===== src/rtl/seq_bpred_update_queue_if.sv =====
// Stream and update-port bundle for seq_bpred_update_queue.
// Handshake: an outcome transfers on a clock edge where in_val && in_rdy; en is a one-cycle strobe with no back-pressure.
interface seq_bpred_update_queue_if #(
  parameter int DEPTH = 4
);
  localparam int CW = $clog2(DEPTH + 1);

  logic          in_val;
  logic          in_rdy;
  logic          in_taken;
  logic          hold;
  logic          flush;
  logic          en;
  logic          op;
  logic [CW-1:0] count;

  modport master (
    output in_val, in_taken, hold, flush,
    input  in_rdy, en, op, count
  );

  modport slave (
    input  in_val, in_taken, hold, flush,
    output in_rdy, en, op, count
  );
endinterface


===== src/rtl/seq_bpred_update_queue.sv =====
// Circular queue of resolved-branch outcomes replayed as one en/op counter update per cycle.
// Optional macro UPDQ_BYPASS_EN: empty queue forwards an incoming outcome to en/op in the same cycle.
module seq_bpred_update_queue #(
  parameter int DEPTH = 4
) (
  input  logic                      clk,
  input  logic                      reset,
  seq_bpred_update_queue_if.slave   bus
);
  localparam int AW = $clog2(DEPTH);
  localparam int CW = $clog2(DEPTH + 1);

  logic [DEPTH-1:0] mem;
  logic [AW-1:0]    head;
  logic [AW-1:0]    tail;
  logic [CW-1:0]    cnt;

  logic             full;
  logic             empty;
  logic             rdy;
  logic             bypass;
  logic             enq;
  logic             deq;

  always_comb begin
    full  = (cnt == CW'(DEPTH));
    empty = (cnt == '0);
    rdy   = !full && !bus.flush;
`ifdef UPDQ_BYPASS_EN
    bypass = empty && bus.in_val && !bus.hold && !bus.flush;
`else
    bypass = 1'b0;
`endif
    // A bypassed outcome is consumed directly and never occupies a slot.
    enq = bus.in_val && rdy && !bypass;
    deq = !empty && !bus.hold && !bus.flush;
  end

  always_comb begin
    bus.in_rdy = rdy;
    bus.count  = cnt;
    bus.en     = deq || bypass;
    bus.op     = 1'b1;
    if (deq) begin
      bus.op = ~mem[head];
    end else if (bypass) begin
      bus.op = ~bus.in_taken;
    end
  end

  always_ff @(posedge clk) begin
    if (!reset) begin
      head <= '0;
      tail <= '0;
      cnt  <= '0;
    end else if (bus.flush) begin
      head <= '0;
      tail <= '0;
      cnt  <= '0;
    end else begin
      if (enq) begin
        tail <= tail + AW'(1);
      end
      if (deq) begin
        head <= head + AW'(1);
      end
      if (enq && !deq) begin
        cnt <= cnt + CW'(1);
      end else if (deq && !enq) begin
        cnt <= cnt - CW'(1);
      end
    end
  end

  // Storage carries no reset: slots are only read after being written.
  always_ff @(posedge clk) begin
    if (reset && enq) begin
      mem[tail] <= bus.in_taken;
    end
  end
endmodule

===== src/flat_wrapper.sv =====
// flat-port wrapper written by rule: the top's interface ports become plain ports
module seq_bpred_update_queue_flat 
#(
  parameter int DEPTH = 4
)
  (clk, reset, bus_in_val, bus_in_taken, bus_hold, bus_flush, bus_in_rdy, bus_en, bus_op, bus_count);
  seq_bpred_update_queue_if #(.DEPTH(DEPTH)) bus_i ();
  input  logic clk;
  input  logic reset;
  input wire logic [$bits(bus_i.in_val)-1:0] bus_in_val;
  input wire logic [$bits(bus_i.in_taken)-1:0] bus_in_taken;
  input wire logic [$bits(bus_i.hold)-1:0] bus_hold;
  input wire logic [$bits(bus_i.flush)-1:0] bus_flush;
  output wire logic [$bits(bus_i.in_rdy)-1:0] bus_in_rdy;
  output wire logic [$bits(bus_i.en)-1:0] bus_en;
  output wire logic [$bits(bus_i.op)-1:0] bus_op;
  output wire logic [$bits(bus_i.count)-1:0] bus_count;
  assign bus_i.in_val = bus_in_val;
  assign bus_i.in_taken = bus_in_taken;
  assign bus_i.hold = bus_hold;
  assign bus_i.flush = bus_flush;
  assign bus_in_rdy = bus_i.in_rdy;
  assign bus_en = bus_i.en;
  assign bus_op = bus_i.op;
  assign bus_count = bus_i.count;
  seq_bpred_update_queue #(.DEPTH(DEPTH)) u_core (.clk(clk), .reset(reset), .bus(bus_i));
endmodule

===== config.mk =====
export PLATFORM = sky130hd
export DESIGN_NAME = seq_bpred_update_queue_flat
export DESIGN_NICKNAME = d
export VERILOG_FILES = /design/src/rtl/seq_bpred_update_queue_if.sv /design/src/rtl/seq_bpred_update_queue.sv /design/src/flat_wrapper.sv
export SDC_FILE = /design/constraint.sdc
export NUM_CORES = 1
export LEC_CHECK = 0
export CORE_AREA = 2 2 39 41
export DETAILED_ROUTE_END_ITERATION = 8
export DIE_AREA = 0 0 41 43
export PLACE_DENSITY_LB_ADDON = 0.08
export SYNTH_ARGS = -nofsm -noshare
export SYNTH_HDL_FRONTEND = slang
export SYNTH_SLANG_ARGS = --single-unit

===== constraint.sdc =====
create_clock -name clk -period 4.92 [get_ports clk]
set_input_delay 1.476 -clock clk [delete_from_list [all_inputs] [get_ports clk]]
set_output_delay 1.476 -clock clk [all_outputs]
set_load 0.03 [all_outputs]

==> flow_summary.toml, run 1 <==
[synthesis]
postSynthCellCount = 58
avgSynthCellArea_um2 = 10.66
synthTopCellsByArea = "dfxtp_1 (23%), edfxtp_1 (19%), ha_1 (10%)"
yosys_warnings = 0
synth_top_cells_by_count = "dfxtp_1 (7), ha_1 (5)"
synth_nets = 70
synth_top_area_share = 0.2267
netlist_area_um2 = 618.1
synth_most_common_cell = "dfxtp_1"
async_reset_ff_frac = 0
synth_edf_count = 4
yosys.cell_types.count = 26
yosys.area.top_type = "dfxtp_1"
yosys_most_used_dff = "dfxtp_1"
ys_seq_area_frac = 0.4211
ys_ff_latch = 11

[worst_setup_path]
cp-end-kind = "primary output"
path_delay_family = "buffers and inverters"
worstSetupPathType = "in -> out"
crit_arrival_ns = 3.09
cp.buffers_inverters = 2
start_kind = "input pin"
crit_fanout = 8
critPathMaxStageDelay_ns = 0.74
worstPathCellList = "clkdlybuf4s50_1 > nor3_1 > clkdlybuf4s50_1"
worstPathRequired_ns = 3.44
crit_top_cell = "clkdlybuf4s50_1"
crit_slowest_cell = "clkdlybuf4s50_1"

[clocking]
cts.clk_slew.worst_paths_ns = 0.08
cts_num_sinks = 11
worstSkewPairLatency_ns = 0.27
cts_resized = 0
cts_root_buf = "clkbuf_4"
htreeDepth = 1
hold_buffers = 0
cts_tree = "yes"
numCtsBuffers = 3
postCtsSetupBuffers = 0
cts.path.max_buffers = 2

[global_route]
grtUsageMet1 = 0.2034
grt_max_degree = 9
grtUsageMet3 = 0.03141
grt_use_met2 = 0.1625
grtUsageTotal = 0.1296
antenna_found_initial = 0
busiest_layer = "met1"
grt_pass1_vias = 355
grt_pass1_wl_um = 1490
grt-ovfl-total = 0

[detailed_routing]
drcViolationCount = 0
vias = 443
drtIter0Drc = 8
dr.pass1.iters = 4
drt-wirelength-per-cell_um = 11.56
vias_per_cell = 5.034
ant_nets = 0
route.final.wire_length_um = 1017

[sta]
min_period_ns = 4.565
slew_headroom = 0.6925
hold_violations = 0
setup_viol = 0
setup_ws_ns = 0.3551
rsz0062_at_grt = "no"
finalMaxSlewViolations = 0
fin_skew_ns = 0.006799
fmax_mhz = 219.1
tightest_slew_ns = 0.4578
min_period_over_period = 0.9278
hold_ws_ns = 0.4747
fin_setup_tns_ns = 0

[cells_and_area]
drive_gt1_frac = 0.09722
fin_cells = 88
diodes = 0
final_core_util = 0.5515
final_cell_area_um2 = 763.2
layout.nets = 85
syn2layout_area_growth_pct = 23.48
fill_cells = 129

[floorplan]
ios = 12
start_util = 0.4467
rows = 14
coreArea_mm2 = 0.001384
dieArea_mm2 = 0.001763
die_w_um = 41
die_h_um = 43

[placed_design]
dp_hpwl_um = 804.5
dp_cells = 84
gp_congestion = 0.7333
detailed_place.area_um2 = 737.0
dp_slack_ns = 0.3366
portBuffers = 11

[pwr]
power_per_cell_area_mw_per_mm2 = 254.5
power_mw = 0.1943
max-vdd-ir-drop_v = 0.0001340
leakage_nw = 0.2983

[hold_path]
hold_class = "reg -> reg"

[run]
max_cap_viol_count = 0

[run_status]
outcome = "completed"
report_power, final:
part           internal, mW  total [mW]  leakage [nW]  switching (mW)
Combinational        0.0156      0.0329         0.191          0.0172
Clock                0.0313      0.0630        0.0150          0.0317
Sequential           0.0962      0.0984        0.0929         0.00225
Total                 0.143       0.194         0.298          0.0512
worst min-delay path: stages, from the launching register on:
cell	delay (ns)
dfxtp_1	0.33
nand2_1	0.06
o21ai_1	0.05
layout by cell type (no fill, tap or decap), types with 2 or more instances in the layout:
master / instances
inv_1: 4
a21oi_1: 3
clkdlybuf4s50_1: 11
edfxtp_1: 4
ha_1: 5
and3_1: 4
clkbuf_4: 3
xor2_1: 2
nand2_1: 4
and2b_2: 3
nor3_1: 2
or3b_1: 2
mux2i_1: 2
nor2_1: 3
dfxtp_1: 7
final timing paths:
check                 startpoint             endpoint  slack [ns]  depth (start not counted)
min reg2reg       u_core.head[1]       u_core.head[1]        0.47                          2
min               u_core.head[1]       u_core.head[1]        0.47                          2
max                    bus_flush               bus_en        0.36                          3
max reg2reg  u_core.bus.count[0]  u_core.bus.count[2]        2.61                          9
layer usage:
layer | share of wire | vias up
met5 | 0 | -
met4 | 0.013 | 0
met3 | 0.046 | 2
met2 | 0.43 | 6
met1 | 0.51 | 201
li1 | - | 234
cell type report:
type	count	area, um2	share of cell area
Multi-Input combinational cell	42	331.6	0.4344
Clock buffer	4	26.28	0.03443
Timing Repair Buffer	11	110.1	0.1443
Inverter	4	15.01	0.01967
Tap cell	16	20.02	0.02623
Sequential cell	11	260.3	0.3410
state kept, by name, summed over array words and instances (netlist names):
| register | flops |
|---|---|
| u_core.mem | 4 |
| u_core.bus.count | 3 |
| u_core.head | 2 |
| u_core.tail | 2 |
kinds of logic after synthesis:
| kind of cell | share of synthesized area |
|---|---|
| buffers and inverters | 0.04250 |
| adders and majority gates | 0.1336 |
| muxes | 0.07491 |
| AOI/OAI and AO/OA | 0.06476 |
| and+or+nand+nor | 0.2348 |
| DFF | 0.4211 |
| xor gates and xnor gates | 0.02835 |
Note: power is estimated with default switching activity, not from simulation.
==> run 2, diff against run 1 <==
HOLD_SLACK_MARGIN = 0.15   (was unset)
==> results of run 2 <==
Same layout as run 1: the final DEF is identical, and so are final timing and power.
